## src/rtl/ram_writeback_mux.sv

```systemverilog
// ram_writeback_mux
//   Write-back source select for the single-cycle CPU datapath. It passes either
//   the ALU result or a formatted load (byte/half extract with sign/zero extend)
//   from the RAM read port to the register file. Misaligned or illegal loads are
//   flagged combinationally, and the first one is latched into a sticky record.
//
// Ports
//   clk           in   rising-edge clock (sticky record only)
//   reset         in   synchronous, active-high; clears the sticky record
//   readData      in   32-bit aligned memory word, little-endian
//   ALUResult     in   ALU result / effective byte address
//   memToReg      in   1: formatted load data, 0: ALUResult
//   funct3        in   load type (lb/lh/lw/lbu/lhu)
//   clearFault    in   synchronous clear of the sticky record
//   writeDataReg  out  register-file write data (combinational)
//   loadFault     out  current-cycle fault (combinational)
//   faultSticky   out  set on first fault, held until reset/clearFault
//   faultAddr     out  ALUResult of the first fault since the last clear
module ram_writeback_mux #(
  parameter int DATA_WIDTH = 32,
  parameter int FAULT_ZERO = 1
) (
  input  logic                  clk,
  input  logic                  reset,
  input  logic [DATA_WIDTH-1:0] readData,
  input  logic [DATA_WIDTH-1:0] ALUResult,
  input  logic                  memToReg,
  input  logic [2:0]            funct3,
  input  logic                  clearFault,
  output logic [DATA_WIDTH-1:0] writeDataReg,
  output logic                  loadFault,
  output logic                  faultSticky,
  output logic [DATA_WIDTH-1:0] faultAddr
);

  generate
    if (DATA_WIDTH != 32) begin : gBadWidth
      $error("ram_writeback_mux supports DATA_WIDTH = 32 only");
    end
  endgenerate

  typedef enum logic [2:0] {
    LD_B  = 3'b000,
    LD_H  = 3'b001,
    LD_W  = 3'b010,
    LD_BU = 3'b100,
    LD_HU = 3'b101
  } loadType_e;

  loadType_e   loadType;
  logic [1:0]  byteOff;
  logic [7:0]  byteSel;
  logic [15:0] halfSel;
  logic [31:0] fmtData;
  logic        fmtFault;

  assign loadType = loadType_e'(funct3);
  assign byteOff  = ALUResult[1:0];

  always_comb begin
    byteSel = readData[7:0];
    case (byteOff)
      2'd0:    byteSel = readData[7:0];
      2'd1:    byteSel = readData[15:8];
      2'd2:    byteSel = readData[23:16];
      2'd3:    byteSel = readData[31:24];
      default: byteSel = readData[7:0];
    endcase
  end

  assign halfSel = byteOff[1] ? readData[31:16] : readData[15:0];

  always_comb begin
    fmtData  = readData;
    fmtFault = 1'b0;
    case (loadType)
      LD_B:  fmtData = {{24{byteSel[7]}}, byteSel};
      LD_BU: fmtData = {24'h0, byteSel};
      LD_H: begin
        if (byteOff[0]) fmtFault = 1'b1;
        else            fmtData  = {{16{halfSel[15]}}, halfSel};
      end
      LD_HU: begin
        if (byteOff[0]) fmtFault = 1'b1;
        else            fmtData  = {16'h0, halfSel};
      end
      LD_W: begin
        if (byteOff != 2'b00) fmtFault = 1'b1;
      end
      default: fmtFault = 1'b1;
    endcase
  end

  always_comb begin
    writeDataReg = ALUResult;
    loadFault    = 1'b0;
    if (memToReg) begin
      loadFault = fmtFault;
      if (!fmtFault)            writeDataReg = fmtData;
      else if (FAULT_ZERO != 0) writeDataReg = '0;
      else                      writeDataReg = readData;
    end
  end

  // Clear takes priority over a same-cycle fault; only the first fault is recorded.
  always_ff @(posedge clk) begin
    if (reset || clearFault) begin
      faultSticky <= 1'b0;
      faultAddr   <= '0;
    end else if (loadFault && !faultSticky) begin
      faultSticky <= 1'b1;
      faultAddr   <= ALUResult;
    end
  end

endmodule

```

## config.mk

```make
export PLATFORM = sky130hd
export DESIGN_NAME = ram_writeback_mux
export DESIGN_NICKNAME = d
export VERILOG_FILES = /design/src/rtl/ram_writeback_mux.sv
export SDC_FILE = /design/constraint.sdc
export NUM_CORES = 1
export LEC_CHECK = 0
export CAP_MARGIN = 20
export CORE_UTILIZATION = 36
export DETAILED_ROUTE_END_ITERATION = 10
export PLACE_DENSITY = 0.81
export RECOVER_POWER = 100
export SETUP_SLACK_MARGIN = 0.05
export SLEW_MARGIN = 20
export SYNTH_ARGS = -nofsm -noshare
export SYNTH_HDL_FRONTEND = slang
export SYNTH_SLANG_ARGS = --single-unit
```

## constraint.sdc

```tcl
create_clock -name clk -period 2.1 [get_ports clk]
set_clock_uncertainty 0.05 [all_clocks]
set_input_delay 0.315 -clock clk [delete_from_list [all_inputs] [get_ports clk]]
set_output_delay 0.315 -clock clk [all_outputs]
set_load 0.01 [all_outputs]
```

# Word level (Yosys, flattened, before mapping)
# Cells that the tools add are included.
[op_classes]
eq_ne = 7
n_mux = 11
n_reduce_logical = 8
[op_table]
columns = ["operator", "count"]
rows = [
  ["$mux 32", 4],
  ["$pmux 32 s4", 1],
  ["$pmux 8 s4", 1],
  ["$mux 16", 1],
  ["$eq 3x3->1 const B", 2],
  ["$eq 2x2->1 const B", 2],
  ["$reduce_or 2->1", 2],
  ["$eq 3x1->1 const B", 1],
  ["$eq 3x2->1 const B", 1],
  ["$logic_not 3->1", 1],
  ["$mux 1", 3],
  ["$pmux 1 s3", 1],
  ["$eq 2x1->1 const B", 1],
  ["$logic_not 2->1", 1],
  ["$reduce_bool 2->1", 1],
  ["$logic_and 1x1->1", 1],
  ["$logic_not 1->1", 1],
  ["$logic_or 1x1->1", 1],
]
[word_totals]
elab_cells = 28
reg_bits = 33
inputBits = 71
output_inout_bits = 66

# Longest topological paths before layout
# Gate-level depths: netlist (run 1).
[depth]
word_depth = 5
mapped_depth = 7
ltp_nobuf = 4

# Least setup slack after synthesis (run 1)
# Ideal clock, no wire load.
[synth_timing]
path_type = "input-to-output"
start = "input ALUResult[1]"
end = "output writeDataReg[21]"
slack_ps = 60
required_ps = 1735
cell_stages = 6
n_path_buf = 2
arrival_time_ps = 1675
path_cell_list = "buf_2 -> mux2_2 -> a22oi_1 -> a211oi_4 -> buf_6 -> a221o_1"
[synth_via]
elab_chain_cells = 5
elab_cells_between_ends = 13
[synth_rtl]
columns = ["element", "line_no", "rtl"]
rows = [
  ["start, declared", "26", "input logic [DATA_WIDTH-1:0] ALUResult,"],
  ["$eq 2x2->1 (tied with other cells)", "62", "case (byteOff)"],
  ["$pmux 8 s4 (tied with other cells)", "62", ""],
  ["$pmux 32 s4 or $pmux 1 s3 (tied branches)", "76", "case (loadType)"],
  ["$mux 32 *", "99", "if (!fmtFault) writeDataReg = fmtData;"],
  ["$mux 32 *", "97", "if (memToReg) begin"],
  ["end, declared", "30", "output logic [DATA_WIDTH-1:0] writeDataReg,"],
]
# Every way passes the cells marked *; elsewhere a longest branch is shown, timed or not.

# Final worst setup path (run 1)
[layout_timing]
start = "input readData[7]"
end = "output writeDataReg[15]"
[layout_via]
elab_chain_cells = 4
[layout_rtl]
columns = ["element", "line_no", "rtl"]
rows = [
  ["start, declared", "25", "input logic [DATA_WIDTH-1:0] readData,"],
  ["$pmux 8 s4", "62", ""],
  ["$pmux 32 s4", "76", ""],
  ["$mux 32", "99", ""],
  ["$mux 32", "97", ""],
]
# No other way between the ends.

==> impl_metrics.json, run 1 <==
{
  "insertion_delay_ns": 0.28,
  "rsz0062_at_grt": "yes",
  "fin_nets": 515,
  "mostFrequentLayoutCells": "nand2_1 (67), clkdlybuf4s50_1 (53), buf_4 (44)",
  "cts.path.max_buffers": 2,
  "cts_sinks": 33,
  "cts_hold_buf": 0,
  "min_path_type": "reg2reg",
  "grt_pass1_wl_um": 14300,
  "critPathArrivalTime_ns": 1.78,
  "ys_ff_latch": 33,
  "regArea_sq_um": 661,
  "relSlewSlack_pct": 24.2,
  "grt_pass1_vias": 2795,
  "first_pass_iters": 5,
  "ys.flop_type": "dfxtp_1",
  "routed_wl_um": 9170,
  "tightestPinTransition_ns": 1.14,
  "p_leak_uw": 0.00172,
  "postSynthCellCount": 268,
  "die_w_um": 77.6,
  "overflow": 0,
  "drc": 0,
  "grt_antenna_before_repair": 0,
  "synthDistinctLibCells": 38,
  "fillCellCount": 430,
  "viasPerCell": 5.56,
  "die_y_um": 77.6,
  "max-cap-violations": 0,
  "final_common_cell": "nand2_1",
  "synth-edff-count": 0,
  "post_synth.cell_area_avg_sq_um": 7.68,
  "fp-row-count": 27,
  "ant_nets": 0,
  "antennaDiodeCount": 0,
  "vias": 2875,
  "crit_required_ns": 1.74,
  "cts_buffers": 5,
  "layout-drive-gt1-share_pct": 29.9,
  "start_util_pct": 37.4,
  "synth_area_sq_um": 2060,
  "path_class": "in2out",
  "h-tree-depth": 2,
  "outcome": "finished with violations",
  "avgRoutedWirePerCell_um": 17.7,
  "clock.fmax_mhz": 465,
  "syn-num-nets": 339,
  "cts_tree": "done",
  "drt_iter0_markers": 218,
  "grt_max_degree": 34,
  "end_kind": "output port",
  "finalHoldViolCount": 0,
  "design.core.area_sq_um": 5510,
  "dr_wl_met3_um": 993,
  "p_total_uw": 1930,
  "hold_ws_ns": 0.402,
  "crit_path_max_fanout": 4,
  "period_needed_ns": 2.15,
  "gp_congestion": 0.928,
  "power_density_nw_per_um2": 485,
  "root_buffer": "clkbuf_8",
  "grt_usage_pct": 30.3,
  "ff2ff_setup_slack_ns": 0.48,
  "place_hpwl_um": 6810,
  "dieArea_sq_um": 6030,
  "ir_drop_v": 0.000329,
  "design_area_sq_um": 3970,
  "ys.warnings.count": 0,
  "area_delta_synth_final_pct": 92.8,
  "num_io_pins": 137,
  "post-place-ws_ns": -0.988,
  "portBuffers": 136,
  "slew_viol_final": 0,
  "met1Wirelength_um": 3810,
  "async_flop_share_pct": 0,
  "violations": "negative setup slack",
  "dpl_cell_area_sq_um": 3820,
  "synth-seq-area-share_pct": 32.1,
  "min_period_over_period_pct": 102,
  "setup_viol": 2,
  "setup_ws_ns": -0.0484,
  "clk_pin_slew_ns": 0.07,
  "multi_input_comb_area_sq_um": 1360,
  "start_kind": "input pin",
  "wl_met2_um": 4200,
  "top_layer": "met4"
}
==> per-stage QoR <==
| stage | setup TNS (ns) | instances | util [%] |
|---|---|---|---|
| after floorplan | 0 | 268 | - |
| after global placement | -32.36 | 499 | 69.3 |
| after detailed placement | -35.18 | 499 | 69.3 |
| after CTS | -0.0197 | 516 | 71.7 |
| after global routing | -0.301 | 517 | 72.1 |
| final | -0.0919 | 517 | 72.1 |
==> worst max-delay path: stages <==
cell       delay [ns]
buf_2            0.12
mux4_2           0.46
nor4b_4          0.17
buf_4            0.14
a2111oi_4        0.30
o2bb2ai_1        0.11
buf_2            0.15
==> cell type report <==
type	count	share of cell area, %
Tap cell	72	2.27
Inverter	11	1.04
Multi-Input combinational cell	199	34.3
Clock buffer	7	2.17
Clock inverter	1	0.756
Sequential cell	33	16.6
Timing Repair Buffer	194	42.9
==> final timing paths <==
check	startpoint	to	cells past startpoint
worst max-delay path	readData[7]	writeDataReg[15]	7
worst min-delay path	faultAddr[27]	faultAddr[27]	2
worst max register to register	faultSticky	faultAddr[5]	4
worst min register to register	faultAddr[27]	faultAddr[27]	2
==> cell usage after synthesis, drive strengths merged (2+ instances only) <==
library cell	count	area share, %
a21oi	41	10
a221o	16	7.8
a221oi	7	3.0
a222oi	6	2.9
and3	2	0.61
buf	12	3.2
clkbuf	13	2.4
dfxtp	33	32
inv	10	1.8
mux2	8	4.4
nand2	67	12
nor2	17	3.1
nor2b	2	0.61
nor3	2	0.49
nor4	2	1.6
o2bb2ai	2	0.85
o32ai	9	3.8
or2	2	0.61
==> per-layer routing <==
layer / GRT usage, % / vias to the layer above
li1: - / 1341
met2: 51.2 / 169
met5: 0 / -
met1: 37.6 / 1349
met3: 8.59 / 16
met4: 7.74 / 0
==> where the power goes <==
part / switching [uW] / internal (uW) / total (uW) / leakage, uW
sequential: 8.34 / 642 / 651 / 0.000268
clock: 246 / 387 / 633 / 0.0000585
combinational: 299 / 343 / 642 / 0.00140
==> flip-flops by register name, indices dropped and copies added (netlist names) <==
name and count:
faultSticky 1, faultAddr 32
==> cell families after synthesis <==
group | count (synthesis) | synth area share [%]
mux | 9 | 5.47
compound gates | 88 | 31.7
simple gates | 102 | 23.3
flops | 33 | 32.1
buf+inv | 36 | 7.53
==> what timing repair did <==
item                       4_1_cts  5_1_grt
setup endpoints to repair       33       31
gates resized for setup        198       16
gates cloned                     1        0
pin swaps                       26        9
buffers inserted                 8        1
(Power assumes the default switching activity.)
==> run 2, diff against run 1 <==
--- a/config.mk
+++ b/config.mk
@@ -15,3 +15,4 @@
 export SYNTH_ARGS = -nofsm -noshare
 export SYNTH_HDL_FRONTEND = slang
 export SYNTH_SLANG_ARGS = --single-unit
+export TNS_END_PERCENT = 5
==> run 2 against run 1 <==
  * Die area unchanged
  * Global-route usage increased by 0.075 points
  * First-iteration DRC count decreased by 4.1%
  * Non-clock buffer count decreased by 1
  * Clock-buffer cell count unchanged
  * Critical path depth unchanged
  * Setup slack improved by 0.011 ns
  * Register-to-register slack about the same
  * The run still ends with negative setup slack left
==> impl_metrics.json, run 2 (synthesis gave the netlist of run 1 again) <==
{
  "final_common_cell": "nand2_1",
  "h-tree-depth": 2,
  "drt_iter0_markers": 209,
  "viasPerCell": 5.55,
  "violations": "negative setup slack",
  "reg_top3": "faultAddr (32), faultSticky (1)",
  "area_delta_synth_final_pct": 91.6,
  "max-cap-violations": 0,
  "die_w_um": 77.6,
  "grt_pass1_wl_um": 14400,
  "p_total_uw": 1920,
  "crit_path_max_fanout": 4,
  "largest_reg_flops": 32,
  "cts_hold_buf": 0,
  "grt_max_degree": 34,
  "design_area_sq_um": 3950,
  "hold_ws_ns": 0.402,
  "min_path_type": "reg2reg",
  "num_io_pins": 137,
  "top_register": "faultAddr",
  "fillCellCount": 438,
  "design.core.area_sq_um": 5510,
  "dieArea_sq_um": 6030,
  "p_leak_uw": 0.00171,
  "outcome": "finished with violations",
  "vias": 2862,
  "portBuffers": 136,
  "insertion_delay_ns": 0.28,
  "routed_wl_um": 9080,
  "top_layer": "met4",
  "grt_pass1_vias": 2801,
  "drc": 0,
  "fp-row-count": 27,
  "cts.path.max_buffers": 2,
  "critPathArrivalTime_ns": 1.77,
  "tightestPinTransition_ns": 1.12,
  "min_period_over_period_pct": 102,
  "cp_top_family": "buffers and inverters",
  "reg2regPathDepth": 4,
  "start_util_pct": 37.4,
  "gp_congestion": 0.928,
  "ir_drop_v": 0.000326,
  "tns_ns": -0.0509,
  "antennaDiodeCount": 0,
  "cts_tree": "done",
  "die_y_um": 77.6,
  "overflow": 0,
  "start_kind": "input pin",
  "setup_ws_ns": -0.0372,
  "clock.fmax_mhz": 468,
  "slowest_stage": "nor4b_4",
  "dpl_cell_area_sq_um": 3820,
  "clk_pin_slew_ns": 0.06,
  "crit_required_ns": 1.74,
  "place_hpwl_um": 6810,
  "fin_nets": 514,
  "setup_viol": 3,
  "layout-drive-gt1-share_pct": 29.3,
  "rsz0062_at_grt": "yes",
  "grt_antenna_before_repair": 0,
  "relSlewSlack_pct": 25.6,
  "grt_usage_pct": 30.4,
  "finalHoldViolCount": 0,
  "wl_met2_um": 4210,
  "root_buffer": "clkbuf_8",
  "path_class": "in2out",
  "cp_num_buf_inv": 3,
  "mostFrequentLayoutCells": "nand2_1 (67), clkdlybuf4s50_1 (54), a21oi_1 (41)",
  "fin_cells": 516,
  "path_cells": "buf_8, mux4_2, nor4b_4, buf_4, a221oi_2, o32ai_1, buf_2",
  "avgRoutedWirePerCell_um": 17.6,
  "end_kind": "output port",
  "dr_wl_met3_um": 1050,
  "hold_depth": 2,
  "power_density_nw_per_um2": 486,
  "slowest_delay_ns": 0.34,
  "first_pass_iters": 5,
  "cts_sinks": 33,
  "cts_buffers": 5,
  "ant_nets": 0,
  "path_depth": 7,
  "period_needed_ns": 2.14,
  "place_inst": 499,
  "met1Wirelength_um": 3690,
  "slew_viol_final": 0
}
==> run 2: final cells by class <==
cell class	instances	area (sq um)	area share, %
well taps	72	90.1	2.28
multi-input cells	199	1360	34.3
inverters	11	41.3	1.05
repair buffers	193	1680	42.6
clock inverters	1	30.0	0.761
clock buffers	7	86.3	2.19
flip-flops and latches	33	661	16.7
==> run 2: what timing repair did <==
action / CTS / global route
gates cloned: 1 / 0
pin swaps: 26 / 11
buffers inserted: 8 / 0
resized for setup: 200 / 8
endpoints found under the setup margin: 33 / 31
==> run 2: report_power, final <==
| group | internal, uW | total [uW] | switching (uW) |
|---|---|---|---|
| clock network | 387 | 630 | 243 |
| registers | 642 | 651 | 8.39 |
| logic | 340 | 637 | 297 |
==> run 2: layer usage <==
| layer | vias up | global-route usage (%) |
|---|---|---|
| met5 | - | 0 |
| met4 | 0 | 7.74 |
| met3 | 13 | 8.59 |
| met2 | 171 | 51.4 |
| met1 | 1337 | 37.6 |
| li1 | 1341 | - |
==> run 2: path summary, 6_finish.rpt <==
kind / end / slack, ns / from
hold / removal: faultAddr[27] / 0.40 / faultAddr[27]
setup / recovery: writeDataReg[12] / -0.04 / ALUResult[1]
hold reg to reg: faultAddr[27] / 0.40 / faultAddr[27]
setup reg to reg: faultAddr[5] / 0.49 / faultSticky
==> run 2: metrics by stage <==
stage	worst slack [ns]	util, %
floorplan	0.0601	-
global placement	-0.877	69.3
detailed placement	-0.988	69.3
CTS	-0.0139	71.8
global route	-0.0916	71.7
finish	-0.0372	71.7
==> run 2: worst min-delay path, cell delays in order, from the launching register on <==
cell,delay [ns]
dfxtp_1,0.31
nand2_1,0.05
a21oi_1,0.05
==> run 3, diff against run 2 <==
--- a/config.mk
+++ b/config.mk
@@ -7,6 +7,7 @@
 export LEC_CHECK = 0
 export CAP_MARGIN = 20
 export CORE_UTILIZATION = 36
+export CTS_CLUSTER_DIAMETER = 100
 export DETAILED_ROUTE_END_ITERATION = 10
 export PLACE_DENSITY = 0.81
 export RECOVER_POWER = 100
==> results of run 3 <==
Final layout, timing and power as in run 2 (identical DEF).
